<file path="config.mk">
export PLATFORM = sky130hd
export DESIGN_NAME = candidate_reader
export DESIGN_NICKNAME = d
export VERILOG_FILES = /design/src/rtl/icblbc_pkg.sv /design/src/rtl/candidate_reader_skid_fifo2.sv /design/src/rtl/candidate_reader.sv
export SDC_FILE = /design/constraint.sdc
export NUM_CORES = 1
export LEC_CHECK = 0
export CAP_MARGIN = 10
export CORE_UTILIZATION = 32
export CTS_BUF_LIST = sky130_fd_sc_hd__clkbuf_8
export CTS_CLUSTER_DIAMETER = 100
export DETAILED_ROUTE_END_ITERATION = 12
export PLACE_DENSITY_LB_ADDON = 0.15
export SYNTH_ARGS = -nofsm -noshare
export SYNTH_HDL_FRONTEND = slang
export SYNTH_HIERARCHICAL = 1
export SYNTH_SLANG_ARGS = --single-unit
</file>
<file path="constraint.sdc">
create_clock -name clock -period 4.3 [get_ports clock]
set_clock_uncertainty 0.1 [all_clocks]
set_input_delay 0.43 -clock clock [delete_from_list [all_inputs] [get_ports clock]]
set_output_delay 0.43 -clock clock [all_outputs]
set_load 0.02 [all_outputs]
</file>
<file path="src/rtl/icblbc_pkg.sv">
// Shared definitions for the candidate-list blocks: FSM state encoding and
// default code/address widths.
package icblbc_pkg;

  localparam int CODE_W = 8;
  localparam int ADDR_W = 8;

  typedef enum logic [1:0] {
    ST_IDLE  = 2'd0,
    ST_FETCH = 2'd1,
    ST_DRAIN = 2'd2,
    ST_DONE  = 2'd3
  } state_t;

endpackage

</file>
<file path="src/rtl/candidate_reader_skid_fifo2.sv">
// Two-entry FIFO. slot0 is always the head, and slot1 is the entry behind it.
// A push and a pop on the same edge keep the order and leave the occupancy
// unchanged.
module skid_fifo2 #(
  parameter int DATA_W = 8
) (
  input  logic              clock,
  input  logic              reset,
  input  logic              push,
  input  logic [DATA_W-1:0] push_data,
  input  logic              pop,
  output logic [DATA_W-1:0] head_data,
  output logic              head_valid,
  output logic [1:0]        count
);

  logic [DATA_W-1:0] slot0_reg;
  logic [DATA_W-1:0] slot1_reg;
  logic [1:0]        count_reg;
  logic              pop_ok;
  logic              push_ok;

  // A pop needs an entry to remove. A push is accepted when there is room,
  // or when a pop on the same edge makes room.
  always_comb begin
    pop_ok  = pop && (count_reg != 2'd0);
    push_ok = push && ((count_reg != 2'd2) || pop_ok);
  end

  // Storage and occupancy update.
  always_ff @(posedge clock or posedge reset) begin
    if (reset) begin
      slot0_reg <= '0;
      slot1_reg <= '0;
      count_reg <= 2'd0;
    end else begin
      case ({push_ok, pop_ok})
        2'b10: begin
          if (count_reg == 2'd0) slot0_reg <= push_data;
          else                   slot1_reg <= push_data;
          count_reg <= count_reg + 2'd1;
        end
        2'b01: begin
          slot0_reg <= slot1_reg;
          count_reg <= count_reg - 2'd1;
        end
        2'b11: begin
          if (count_reg == 2'd1) begin
            slot0_reg <= push_data;
          end else begin
            slot0_reg <= slot1_reg;
            slot1_reg <= push_data;
          end
        end
        default: ;
      endcase
    end
  end

  assign head_data  = slot0_reg;
  assign head_valid = (count_reg != 2'd0);
  assign count      = count_reg;

endmodule

</file>
<file path="src/rtl/candidate_reader.sv">
// Streams `length` words from a synchronous RAM, starting at base_addr, out as
// a valid/ready stream. A two-entry skid FIFO absorbs backpressure from the
// consumer.
module candidate_reader #(
  parameter int ADDR_W = icblbc_pkg::ADDR_W,
  parameter int DATA_W = icblbc_pkg::CODE_W
) (
  input  logic              clock,
  input  logic              reset,
  input  logic              start,
  input  logic [ADDR_W-1:0] base_addr,
  input  logic [ADDR_W-1:0] length,
  output logic [ADDR_W-1:0] rd_addr,
  input  logic [DATA_W-1:0] rd_data,
  output logic [DATA_W-1:0] out_data,
  output logic              out_valid,
  input  logic              out_ready,
  output logic              out_last,
  output logic              busy,
  output logic              complete
);

  import icblbc_pkg::*;

  localparam int CNT_W = ADDR_W + 1;

  state_t            state_reg, state_next;
  logic [ADDR_W-1:0] base_reg;
  logic [ADDR_W-1:0] rd_addr_reg;
  logic [CNT_W-1:0]  length_reg;
  logic [CNT_W-1:0]  issued_reg;
  logic [CNT_W-1:0]  delivered_reg;
  logic              inflight_reg;
  logic              pop;
  logic              issue;
  logic              accept_start;
  logic [1:0]        fifo_count;
  logic [2:0]        occ_eff;

  skid_fifo2 #(.DATA_W(DATA_W)) u_fifo (
    .clock      (clock),
    .reset      (reset),
    .push       (inflight_reg),
    .push_data  (rd_data),
    .pop        (pop),
    .head_data  (out_data),
    .head_valid (out_valid),
    .count      (fifo_count)
  );

  // Handshake, credit check and read issue decision. The occupancy seen by
  // the credit check already includes the pop on this edge, so the stream
  // can run at one word per cycle while the FIFO still cannot overflow.
  always_comb begin
    pop          = out_valid && out_ready;
    accept_start = (state_reg == ST_IDLE) && start;
    occ_eff      = {1'b0, fifo_count} + {2'b00, inflight_reg} - {2'b00, pop};
    issue        = (state_reg == ST_FETCH) && (issued_reg != length_reg) &&
                   (occ_eff < 3'd2);
  end

  // Next-state logic. An empty list goes through DRAIN, which exits at once,
  // so that complete appears one cycle later than the start edge.
  always_comb begin
    state_next = state_reg;
    case (state_reg)
      ST_IDLE:  if (start) state_next = (length == '0) ? ST_DRAIN : ST_FETCH;
      ST_FETCH: if (issued_reg == length_reg) state_next = ST_DRAIN;
      ST_DRAIN: if ((delivered_reg == length_reg) || (pop && out_last))
                  state_next = ST_DONE;
      ST_DONE:  state_next = ST_IDLE;
      default:  state_next = ST_IDLE;
    endcase
  end

  // State register.
  always_ff @(posedge clock or posedge reset) begin
    if (reset) state_reg <= ST_IDLE;
    else       state_reg <= state_next;
  end

  // Datapath. rd_addr is preloaded with base on start. Each issue marks the
  // current rd_addr as captured by the RAM and advances to the next address.
  always_ff @(posedge clock or posedge reset) begin
    if (reset) begin
      base_reg      <= '0;
      rd_addr_reg   <= '0;
      length_reg    <= '0;
      issued_reg    <= '0;
      delivered_reg <= '0;
      inflight_reg  <= 1'b0;
    end else begin
      inflight_reg <= issue;
      if (accept_start) begin
        base_reg      <= base_addr;
        rd_addr_reg   <= base_addr;
        length_reg    <= {1'b0, length};
        issued_reg    <= '0;
        delivered_reg <= '0;
      end else begin
        if (issue) begin
          rd_addr_reg <= base_reg + issued_reg[ADDR_W-1:0] + ADDR_W'(1);
          issued_reg  <= issued_reg + CNT_W'(1);
        end
        if (pop) delivered_reg <= delivered_reg + CNT_W'(1);
      end
    end
  end

  assign rd_addr  = rd_addr_reg;
  assign out_last = out_valid && (delivered_reg == length_reg - CNT_W'(1));
  assign busy     = (state_reg != ST_IDLE);
  assign complete = (state_reg == ST_DONE);

endmodule

</file>
## After elaboration in Yosys (flattened, before gate mapping)

Index checks and enable logic that the tools add are counted.

- Register bits after elaboration: 63
- Input bits: 28
- Output and inout port bits: 20
- Logic and storage cells: 79

- Add/sub/neg operators: 9
- $lt $le $gt $ge: 1
- Eq/ne operators: 18
- Multiplexer cells: 18
- Reduce and logical (&&, ||, !) cells: 23

Operators by type and width:

| operator | number |
|---|---|
| two-way mux 8 bit | 6 |
| two-way mux 9 bit | 4 |
| one-hot mux 8 bit (3 select lines) | 1 |
| adder 9 x 1 -> 9 bit, second input constant | 2 |
| equality test 9 x 8 -> 1 bit | 2 |
| one-hot mux 8 bit (2 select lines) | 1 |
| nonzero test 2 bit | 6 |
| != test 2 bit, second input constant | 5 |
| equality test 9 bit | 1 |
| != test 9 x 8 -> 1 bit | 1 |
| subtractor 8 x 1 -> 9 bit, second input constant | 1 |
| adder 8 x 1 -> 8 bit, second input constant | 1 |
| adder 8 bit | 1 |
| equality test 2 bit, second input constant | 4 |
| logical AND 1 bit | 8 |
| logical NOT 8 bit | 1 |
| two-way mux 2 bit | 4 |
| one-hot mux 2 bit (4 select lines) | 1 |
| equality test 2 x 1 -> 1 bit, second input constant | 3 |
| AND reduction 3 bit | 2 |
| logical NOT 2 bit | 2 |
| != test 2 x 1 -> 1 bit, second input constant | 2 |
| one-hot mux 2 bit (2 select lines) | 1 |
| adder 2 x 1 -> 3 bit | 1 |
| other kinds (7) | 8 |

## Longest topological paths before layout

Gate-level depths: netlist (run 1).

- Depth after elaboration: 8
- Depth in mapped cells: 15
- Gate-level depth less buffers: 12

## Modules after synthesis

Netlist (run 1), hierarchy kept.

By module, submodules not included:

| module | times used | cells each | area an instance (um^2) | sequential area each (um^2) |
|---|---|---|---|---|
| candidate_reader | 1 | 317 | 2927.8 | 1126.1 |
| skid_fifo2 | 1 | 86 | 915.9 | 450.4 |

## Worst setup path after synthesis (run 1)

Ideal clock, no wire load.

- Kind: flip-flop to flip-flop
- Start point: register u_fifo.count_reg[1] (netlist: u_fifo/count[1])
- End point: register issued_reg[8]
- Setup time: 122 ps
- Arrival time: 3122 ps
- Required time: 4078 ps
- Slack: 955 ps
- Stages on the path, launching flop included: 15
- Path buffers: 2
- Clock period less this slack: 3345 ps
- Cell sequence: dfrtp_1 -> inv_1 -> ha_1 -> inv_1 -> and2_2 -> clkbuf_8 -> ha_1 -> nand2b_1 -> fa_1 -> xnor2_1 -> and3_1 -> clkbuf_1 -> nand3_1 -> or3_1 -> mux2i_1

- Longest elaborated chain between the ends: 6
- Elaborated cells between the ends (all ways): 7
- Classes of those cells: 2 x add/sub; 1 x order compare; 4 x reduce/logical

RTL lines:

| item | RTL line | source |
|---|---|---|
| start, declared | candidate_reader_skid_fifo2.sv:19 | `logic [1:0] count_reg;` |
| start signal, assigned | candidate_reader_skid_fifo2.sv:41 | `count_reg <= count_reg + 2'd1;` |
| start signal, assigned | candidate_reader_skid_fifo2.sv:45 | `count_reg <= count_reg - 2'd1;` |
| nonzero test 2 bit | candidate_reader_skid_fifo2.sv:61 | `assign head_valid = (count_reg != 2'd0);` |
| net out_valid | candidate_reader.sv:16 | `output logic out_valid,` |
| logical AND 1 bit | candidate_reader.sv:55 | `pop = out_valid && out_ready;` |
| net pop | candidate_reader.sv:34 | `logic pop;` |
| subtractor 3 x 1 -> 3 bit | candidate_reader.sv:57 | `occ_eff = {1'b0, fifo_count} + {2'b00, inflight_reg} - {2'b00, pop};` |
| less-than comparator 3 x 2 -> 1 bit | candidate_reader.sv:59 | `(occ_eff < 3'd2);` |
| logical AND 1 bit | candidate_reader.sv:58 | `issue = (state_reg == ST_FETCH) && (issued_reg != length_reg) &&` |
| nonzero test 2 bit (no line) | -- |  |
| end signal, assigned | candidate_reader.sv:103 | `issued_reg <= issued_reg + CNT_W'(1);` |
| end, declared | candidate_reader.sv:31 | `logic [CNT_W-1:0] issued_reg;` |

The timed path passes the listed nets, and every way through them passes these cells.
A chain may end at the register's enable or synchronous reset.

## Worst setup path after layout (run 1)

- Start point: register u_fifo.count_reg[1] (netlist: u_fifo/count[1])
- End point: register rd_addr_reg[7] (netlist: rd_addr[7])

- Longest elaborated chain between the ends: 6
- Elaborated cells between the ends (all ways): 7
- Classes of those cells: 2 x add/sub; 1 x order compare; 4 x reduce/logical

RTL lines:

| item | RTL line | source |
|---|---|---|
| parallel branches: the longest is 2 deep, another holds adder 2 x 1 -> 3 bit | -- |  |
| subtractor 3 x 1 -> 3 bit (*) | candidate_reader.sv:57 |  |
| less-than comparator 3 x 2 -> 1 bit (*) | candidate_reader.sv:59 |  |
| logical AND 1 bit (*) | candidate_reader.sv:58 |  |
| nonzero test 2 bit (no line) (*) | -- |  |
| end signal, assigned | candidate_reader.sv:96 | `rd_addr_reg <= base_addr;` |
| end signal, assigned | candidate_reader.sv:102 | `rd_addr_reg <= base_reg + issued_reg[ADDR_W-1:0] + ADDR_W'(1);` |
| end, declared | candidate_reader.sv:29 | `logic [ADDR_W-1:0] rd_addr_reg;` |

Every way passes the cells marked *.

==> flow_metrics.py, run 1 <==
metrics = {
    "global_route": {
        "antenna_found_initial": 0,
        "grt_pass1_vias": 2998,
        "gr-total-overflow": 0,
        "grtUsageTotal_pct": 15.1,
        "grt_pass1_wl_mm": 14.8,
        "grt_max_degree": 46,
    },
    "sta": {
        "drv_slew": 0,
        "slew_headroom_pct": 34.9,
        "max_freq_ghz": 0.275,
        "tightest_slew_ns": 0.975,
        "setup_viol": 0,
        "min_period_ns": 3.63,
        "rsz0062_at_grt": "no",
        "whs_ns": 0.389,
        "tns_ns": 0,
        "period_share_pct": 84.5,
        "hold_viol_final": 0,
    },
    "worst_hold_path": {
        "hold_depth": 2,
        "min_delay_worst_endpoint": "base_reg[3]",
        "hp-start": "base_reg[3]",
        "hp-class": "flop to flop",
    },
    "floorplan": {
        "die_area_um2": 12500,
        "ios": 48,
        "initial_utilization_pct": 33.2,
        "die_w_um": 112,
        "rows": 39,
        "die_h_um": 112,
        "core_um2": 11600,
    },
    "finish": {
        "final_common_cell": "dfrtp_1",
        "fin_area_um2": 4520,
        "n_fill_cell": 1191,
        "final_cell_mix": "dfrtp_1, nand2_1, clkdlybuf4s50_1",
        "final-instance-count-excl-fill": 588,
        "num_antenna_cells": 0,
        "nets": 490,
        "drive_gt1_share_pct": 8.54,
        "seq_area_um2": 1580,
        "syn2layout_area_growth_pct": 17.5,
        "multi_input_area_um2": 2040,
    },
    "placed_design": {
        "gp_congestion": 0.744,
        "placed_cell_area_um2": 4350,
        "numPortBuffers": 47,
        "dp_hpwl_mm": 6.03,
        "dp.cells": 573,
    },
    "cts": {
        "cts_tree": "built",
        "cts_resized": 0,
        "clk_pin_slew_worst_paths_ns": 0.07,
        "cts_sinks": 63,
        "cts_max_level": 3,
        "cts_buffer_depth": 2,
        "cts_root_buf": "clkbuf_8",
        "clkLatencyLatePin_ns": 0.34,
        "numCtsBuffers": 9,
        "postCtsSetupRepairBufs": 0,
        "hold_buffers": 0,
    },
    "logic_synthesis": {
        "syn_area_per_cell_um2": 9.54,
        "synth_area_um2": 3840,
        "synth.net_count": 452,
        "synth_edf_count": 0,
        "ys.flop_type": "dfrtp_1",
        "ys.warnings.count": 6,
        "synth.distinct_cells": 60,
        "ys_seq_elements": 63,
        "yosysSeqAreaShare_pct": 41.0,
        "async_reset_ff_share_pct": 100,
        "syn-instance-count": 403,
    },
    "critical_path": {
        "cp_max_fo": 12,
        "reg2reg_from": "u_fifo/count[1]",
        "startpoint_type": "flop",
        "reg2reg_slack_ns": 0.67,
        "r2r_end": "rd_addr[7]",
        "crit_type": "flop to flop",
        "cp.required_ns": 4.39,
        "end_kind": "flop",
        "r2r_cells": 12,
        "critPathArrivalTime_ns": 3.73,
    },
    "run_status": {
        "status": "finished, violations left",
        "violations": "DRC",
    },
    "routing": {
        "wl_mm": 8.49,
        "vias_per_cell": 4.96,
        "wl_per_cell_um": 14.4,
        "first_pass_iters": 10,
        "ant_nets": 0,
        "drt_iter0_drc": 108,
        "num_vias": 2915,
        "drc": 4,
    },
    "pwr": {
        "power.switching_mw": 1.27,
        "pwr-share-clk_pct": 14.9,
        "internal_power_mw": 1.75,
        "ir_drop_v": 0.000332,
        "comb_power_share_pct": 50.0,
        "power.density_nw_per_um2": 670,
        "seqPwrFrac_pct": 35.1,
        "sw_frac_of_total_pct": 42.0,
        "leakage_nw": 2.09,
    },
    "run": {
        "drv_cap": 0,
    },
}
==> worst max-delay path by stage <==
stage                     slack (ns)  depth (start not counted)             to            start
after floorplan                 0.96                         14  issued_reg[8]  u_fifo/count[1]
after detailed placement        0.64                         12     rd_addr[4]  u_fifo/count[1]
after CTS                       0.63                         12     rd_addr[7]  u_fifo/count[1]
final                           0.67                         12     rd_addr[7]  u_fifo/count[1]
after global placement          0.73                         12     rd_addr[7]  u_fifo/count[1]
after global routing            0.31                         12     rd_addr[7]  u_fifo/count[1]
==> cell type report <==
| cell class | count | share of cell area, % |
|---|---|---|
| Clock buffer | 10 | 3.05 |
| Clock inverter | 5 | 0.582 |
| Inverter | 19 | 1.58 |
| Multi-Input combinational cell | 299 | 45.2 |
| Sequential cell | 63 | 34.9 |
| Tap cell | 143 | 3.96 |
| Timing Repair Buffer | 49 | 10.8 |
==> synth_stat cells, types with 6 or more instances <==
cell type,instances,area (um2)
o21ai_0,20,100
inv_1,19,71.3
mux2_2,8,90.1
ha_1,19,238
nand2_1,53,199
xor2_1,27,236
nand4_1,6,37.5
mux2i_1,15,150
xnor2_1,14,123
and3_1,6,37.5
nand3_1,14,70.1
nor3_1,15,75.1
dfrtp_1,63,1580
a31oi_1,9,56.3
a21oi_1,9,45.0
nor2_1,25,93.8
clkbuf_1,8,30.0
==> stage by stage <==
| step | util, % | total power, mW | setup slack (ns) |
|---|---|---|---|
| floorplan | - | 2.20 | 0.955 |
| global placement | 37.6 | 2.58 | 0.725 |
| detailed placement | 37.6 | 2.60 | 0.636 |
| CTS | 39.0 | 3.07 | 0.627 |
| global route | 39.0 | 3.29 | 0.314 |
| finish | 39.0 | 3.02 | 0.665 |
==> critical path, stage by stage, from the launching register on <==
cell	delay, ns
dfrtp_1	0.46
inv_1	0.09
ha_1	0.23
inv_1	0.18
and2_2	0.32
ha_1	0.26
nand2b_1	0.15
fa_1	0.38
xnor2_1	0.15
and3_1	0.31
nand2_1	0.44
a31oi_1	0.30
o31ai_1	0.09
==> logic make-up (layout without fill, tap and decap cells) <==
group / after synthesis / after routing / share of synthesized area [%]
adder cells (fa/ha/maj): 21 / 21 / 7.23
XOR/XNOR: 41 / 41 / 9.34
buffers and inverters: 41 / 83 / 5.92
multiplexers: 24 / 24 / 6.54
AND/OR/NAND/NOR: 155 / 155 / 20.5
flip-flops: 63 / 63 / 41.0
AO/OA/AOI/OAI: 58 / 58 / 9.41
==> power by group through the flow <==
stage                     registers, mW  clock network (mW)  logic (mW)
after floorplan                    1.06                   0        1.13
after global routing               1.10               0.491        1.70
after CTS                          1.07               0.468        1.54
final                              1.06               0.449        1.51
after global placement             1.07                   0        1.51
after detailed placement           1.07                   0        1.53
==> layer usage <==
layer	part of all wire (%)	vias up	global-route usage [%]	routed length (um)
met1	48	1394	19.0	4110
met2	47	41	25.5	3980
met3	3.4	10	3.48	288
li1	-	1470	-	-
met5	0	-	0	0
met4	1.4	0	4.86	118
No activity file was read; power rests on OpenSTA's default activity.
==> inputs of run 2 (changes only) <==
- clock period: 4.3 -> 3.7 ns (I/O delays scaled with it)
==> flow_metrics.py, run 2 (synthesized netlist as in run 1, its figures left out) <==
metrics = {
    "sta": {
        "drv_slew": 0,
        "max_freq_ghz": 0.287,
        "tns_ns": 0,
        "min_period_ns": 3.49,
        "slew_headroom_pct": 35.4,
        "tightest_slew_ns": 0.968,
        "hold_viol_final": 0,
        "setup_viol": 0,
        "period_share_pct": 94.3,
        "rsz0062_at_grt": "no",
    },
    "cts": {
        "clkLatencyLatePin_ns": 0.34,
        "cts_resized": 0,
        "cts_max_level": 3,
        "cts_tree": "built",
        "numCtsBuffers": 9,
        "hold_buffers": 0,
        "clk_pin_slew_worst_paths_ns": 0.07,
        "cts_root_buf": "clkbuf_8",
        "cts_sinks": 63,
        "postCtsSetupRepairBufs": 0,
        "cts_buffer_depth": 2,
    },
    "pwr": {
        "total_power_mw": 3.56,
        "ir_drop_v": 0.000307,
        "power.density_nw_per_um2": 783,
        "leakage_nw": 2.11,
    },
    "routing": {
        "top_layer_used": "met4",
        "wl_met1_mm": 4.20,
        "wl_met2_mm": 4.11,
        "ant_nets": 0,
        "num_vias": 2945,
        "wl_mm": 8.67,
        "drc": 4,
        "first_pass_iters": 10,
        "vias_per_cell": 4.99,
        "wl_per_cell_um": 14.7,
        "dr_wl_met3_um": 277,
        "drt_iter0_drc": 174,
    },
    "finish": {
        "drive_gt1_share_pct": 9.17,
        "fin_area_um2": 4540,
        "final_cell_mix": "dfrtp_1, nand2_1, clkdlybuf4s50_1",
        "final_common_cell": "dfrtp_1",
        "num_antenna_cells": 0,
        "syn2layout_area_growth_pct": 18.2,
        "final-instance-count-excl-fill": 590,
        "nets": 491,
    },
    "placed_design": {
        "gp_congestion": 0.764,
        "placed_cell_area_um2": 4360,
        "dp.cells": 574,
        "numPortBuffers": 47,
        "dp_hpwl_mm": 6.11,
    },
    "critical_path": {
        "cp.required_ns": 3.23,
        "end_kind": "output pin",
        "startpoint_type": "flop",
        "critPathArrivalTime_ns": 3.02,
        "cp_max_fo": 5,
        "crit_type": "flop to output pin",
    },
    "worst_hold_path": {
        "hp-class": "input port to async pin",
    },
    "floorplan": {
        "core_um2": 11600,
        "die_h_um": 112,
        "ios": 48,
        "die_area_um2": 12500,
        "initial_utilization_pct": 33.2,
        "rows": 39,
        "die_w_um": 112,
    },
    "global_route": {
        "gr-total-overflow": 0,
        "grt_pass1_vias": 3018,
        "grt_max_degree": 46,
        "antenna_found_initial": 0,
        "grt_pass1_wl_mm": 14.8,
        "grtUsageTotal_pct": 15.0,
    },
    "run_status": {
        "violations": "DRC",
        "status": "finished, violations left",
    },
    "run": {
        "drv_cap": 0,
    },
}
## run 2: final timing paths
| path | start | cells after the start | to | slack, ns |
|---|---|---|---|---|
| max in group asynchronous | reset | 2 | rd_addr[2] | 2.39 |
| worst max-delay path | length_reg[0] | 8 | out_last | 0.21 |
| worst min register to register | base_reg[2] | 2 | base_reg[2] | 0.39 |
| min in group clock | base_reg[2] | 2 | base_reg[2] | 0.39 |
| worst max register to register | u_fifo/count[1] | 12 | issued_reg[8] | 0.34 |
| worst min-delay path | reset | 2 | u_fifo/head_data[3] | 0.39 |
## run 2: critical path, stage by stage (launching register included)
cell and delay, ns:
dfrtp_1 0.48, inv_1 0.11, ha_1 0.22, nor3b_2 0.30
a2111oi_1 0.14, a2111oi_0 0.46, a22oi_1 0.19, and2_2 0.25
clkdlybuf4s50_1 0.53
## run 2: area by class of cell
type / count / area, um2
clock buffers: 11 / 151
clock inverters: 5 / 23.8
inverters: 19 / 71.3
repair buffers: 50 / 493
multi-input cells: 299 / 2050
well taps: 143 / 179
fillers: 1171 / 7020
flip-flops and latches: 63 / 1580
## run 2: metrics by stage
stage	hold WS (ns)	util, %	worst slack [ns]
final	0.389	39.3	0.210
after global routing	0.412	39.3	0.0206
after CTS	0.392	39.2	0.0794
after detailed placement	0.372	37.7	0.261
after global placement	0.376	37.7	0.363
after floorplan	0.209	-	0.355
## run 2: per-layer routing
layer,track usage [%],up-vias
li1,-,1470
met1,19.5,1410
met2,24.9,57
met3,3.70,8
met4,4.32,0
met5,0,-
## run 2: where the power goes
part           switching [mW]  internal, mW
Clock                   0.265         0.272
Sequential              0.280         0.960
Combinational           0.944         0.837
==> inputs of run 3 (changes only) <==
- CORE_UTILIZATION: 32 -> 50
==> flow_metrics.py, run 3 (synthesized netlist as in run 1, its figures left out) <==
metrics = {
    "run_status": {
        "status": "complete, no violations",
    },
    "critical_path": {
        "crit_slowest_cell": "clkdlybuf4s50_1",
        "worst_path_most_repeated_cell": "a2111oi_0",
        "critPathBufInv": 2,
        "critPathArrivalTime_ns": 2.95,
        "crit_chain": "inv_1 > ha_1 > nor3b_1 > a2111oi_0 > a2111oi_0 > a22oi_1 > and2_2 > clkdlybuf4s50_1",
        "end_kind": "output pin",
        "crit_type": "flop to output pin",
        "cp_max_fo": 5,
        "cp_top_family": "compound AO/OA/AOI/OAI gates",
        "startpoint_type": "flop",
        "cp.required_ns": 3.23,
        "slowest_delay_ns": 0.53,
    },
    "cts": {
        "clkLatencyLatePin_ns": 0.34,
        "hold_buffers": 0,
        "clk_pin_slew_worst_paths_ns": 0.06,
        "cts_tree": "built",
        "postCtsSetupRepairBufs": 0,
        "cts_root_buf": "clkbuf_8",
        "cts_sinks": 63,
        "cts_buffer_depth": 2,
        "numCtsBuffers": 9,
        "cts_max_level": 3,
        "cts_resized": 0,
    },
    "sta": {
        "slew_headroom_pct": 54.4,
        "tightest_slew_ns": 0.684,
        "drv_slew": 0,
        "setup_ws_ns": 0.277,
        "period_share_pct": 92.5,
        "setup_viol": 0,
        "tns_ns": 0,
        "min_period_ns": 3.42,
        "whs_ns": 0.370,
        "hold_viol_final": 0,
        "rsz0062_at_grt": "no",
        "max_freq_ghz": 0.292,
    },
    "pwr": {
        "ir_drop_v": 0.000311,
        "leakage_nw": 2.11,
        "power.density_nw_per_um2": 799,
        "total_power_mw": 3.60,
    },
    "finish": {
        "drive_gt1_share_pct": 9.19,
        "final-instance-count-excl-fill": 545,
        "final_common_cell": "dfrtp_1",
        "n_fill_cell": 643,
        "final_cell_mix": "dfrtp_1, nand2_1, clkdlybuf4s50_1",
        "nets": 491,
        "seq_area_um2": 1580,
        "multi_input_area_um2": 2040,
        "syn2layout_area_growth_pct": 17.2,
        "num_antenna_cells": 0,
    },
    "routing": {
        "drt_iter0_drc": 157,
        "wl_per_cell_um": 14.7,
        "ant_nets": 0,
        "wl_mm": 8.01,
        "first_pass_iters": 4,
        "num_vias": 2949,
        "vias_per_cell": 5.41,
        "drc": 0,
    },
    "floorplan": {
        "die_area_um2": 8040,
        "initial_utilization_pct": 52.4,
        "rows": 31,
        "core_um2": 7330,
        "die_h_um": 89.7,
        "ios": 48,
        "die_w_um": 89.7,
    },
    "placed_design": {
        "pre_cts_ws_ns": 0.112,
        "numPortBuffers": 47,
        "dp_hpwl_mm": 5.82,
        "gp_congestion": 0.812,
        "dp.cells": 530,
    },
    "global_route": {
        "grt_pass1_vias": 2872,
        "grt_pass1_wl_mm": 13.3,
        "grtUsageTotal_pct": 22.5,
        "antenna_found_initial": 0,
        "gr-total-overflow": 0,
        "grt_max_degree": 46,
    },
    "run": {
        "drv_cap": 0,
    },
    "worst_hold_path": {
        "hp-class": "input port to async pin",
    },
}
[run 3: power breakdown]
part	internal (mW)	switching, mW	leakage [nW]
logic	0.830	0.941	1.21
registers	0.961	0.276	0.794
clock network	0.340	0.251	0.105
total	2.13	1.47	2.11
[run 3: metrics by stage]
| stage | util [%] | area [um2] |
|---|---|---|
| 2_1_floorplan | - | 3840 |
| 3_3_place_gp | 58.7 | 4300 |
| 3_5_place_dp | 58.7 | 4300 |
| 4_1_cts | 61.4 | 4500 |
| 5_1_grt | 61.4 | 4500 |
| 6_report | 61.4 | 4500 |
[run 3: path summary, 6_finish.rpt]
path / from / endpoint / slack, ns / depth (start not counted)
hold reg to reg: base_reg[4] / base_reg[4] / 0.39 / 2
hold / removal: reset / u_fifo/slot1_reg[0] / 0.37 / 2
setup reg to reg: u_fifo/count[1] / issued_reg[8] / 0.32 / 12
max in group asynchronous: reset / u_fifo/slot1_reg[6] / 2.69 / 2
min in group clock: base_reg[4] / base_reg[4] / 0.39 / 2
setup / recovery: length_reg[0] / out_last / 0.28 / 8
[run 3: final cells by class]
| cell class | count | share of cell area (%) |
|---|---|---|
| sequential | 63 | 35.0 |
| clock inverter | 4 | 1.00 |
| timing repair buffer | 50 | 10.9 |
| inverter | 19 | 1.58 |
| clock buffer | 11 | 3.36 |
| multi-input combinational | 299 | 45.4 |
| tap | 99 | 2.75 |
[run 3: routing by layer]
layer	part of all wire, %	GRT usage (%)	wire [um]
met1	43	27.5	3450
met2	51	38.3	4120
met3	3.9	5.76	311
met4	1.6	8.37	127
met5	0	0	0
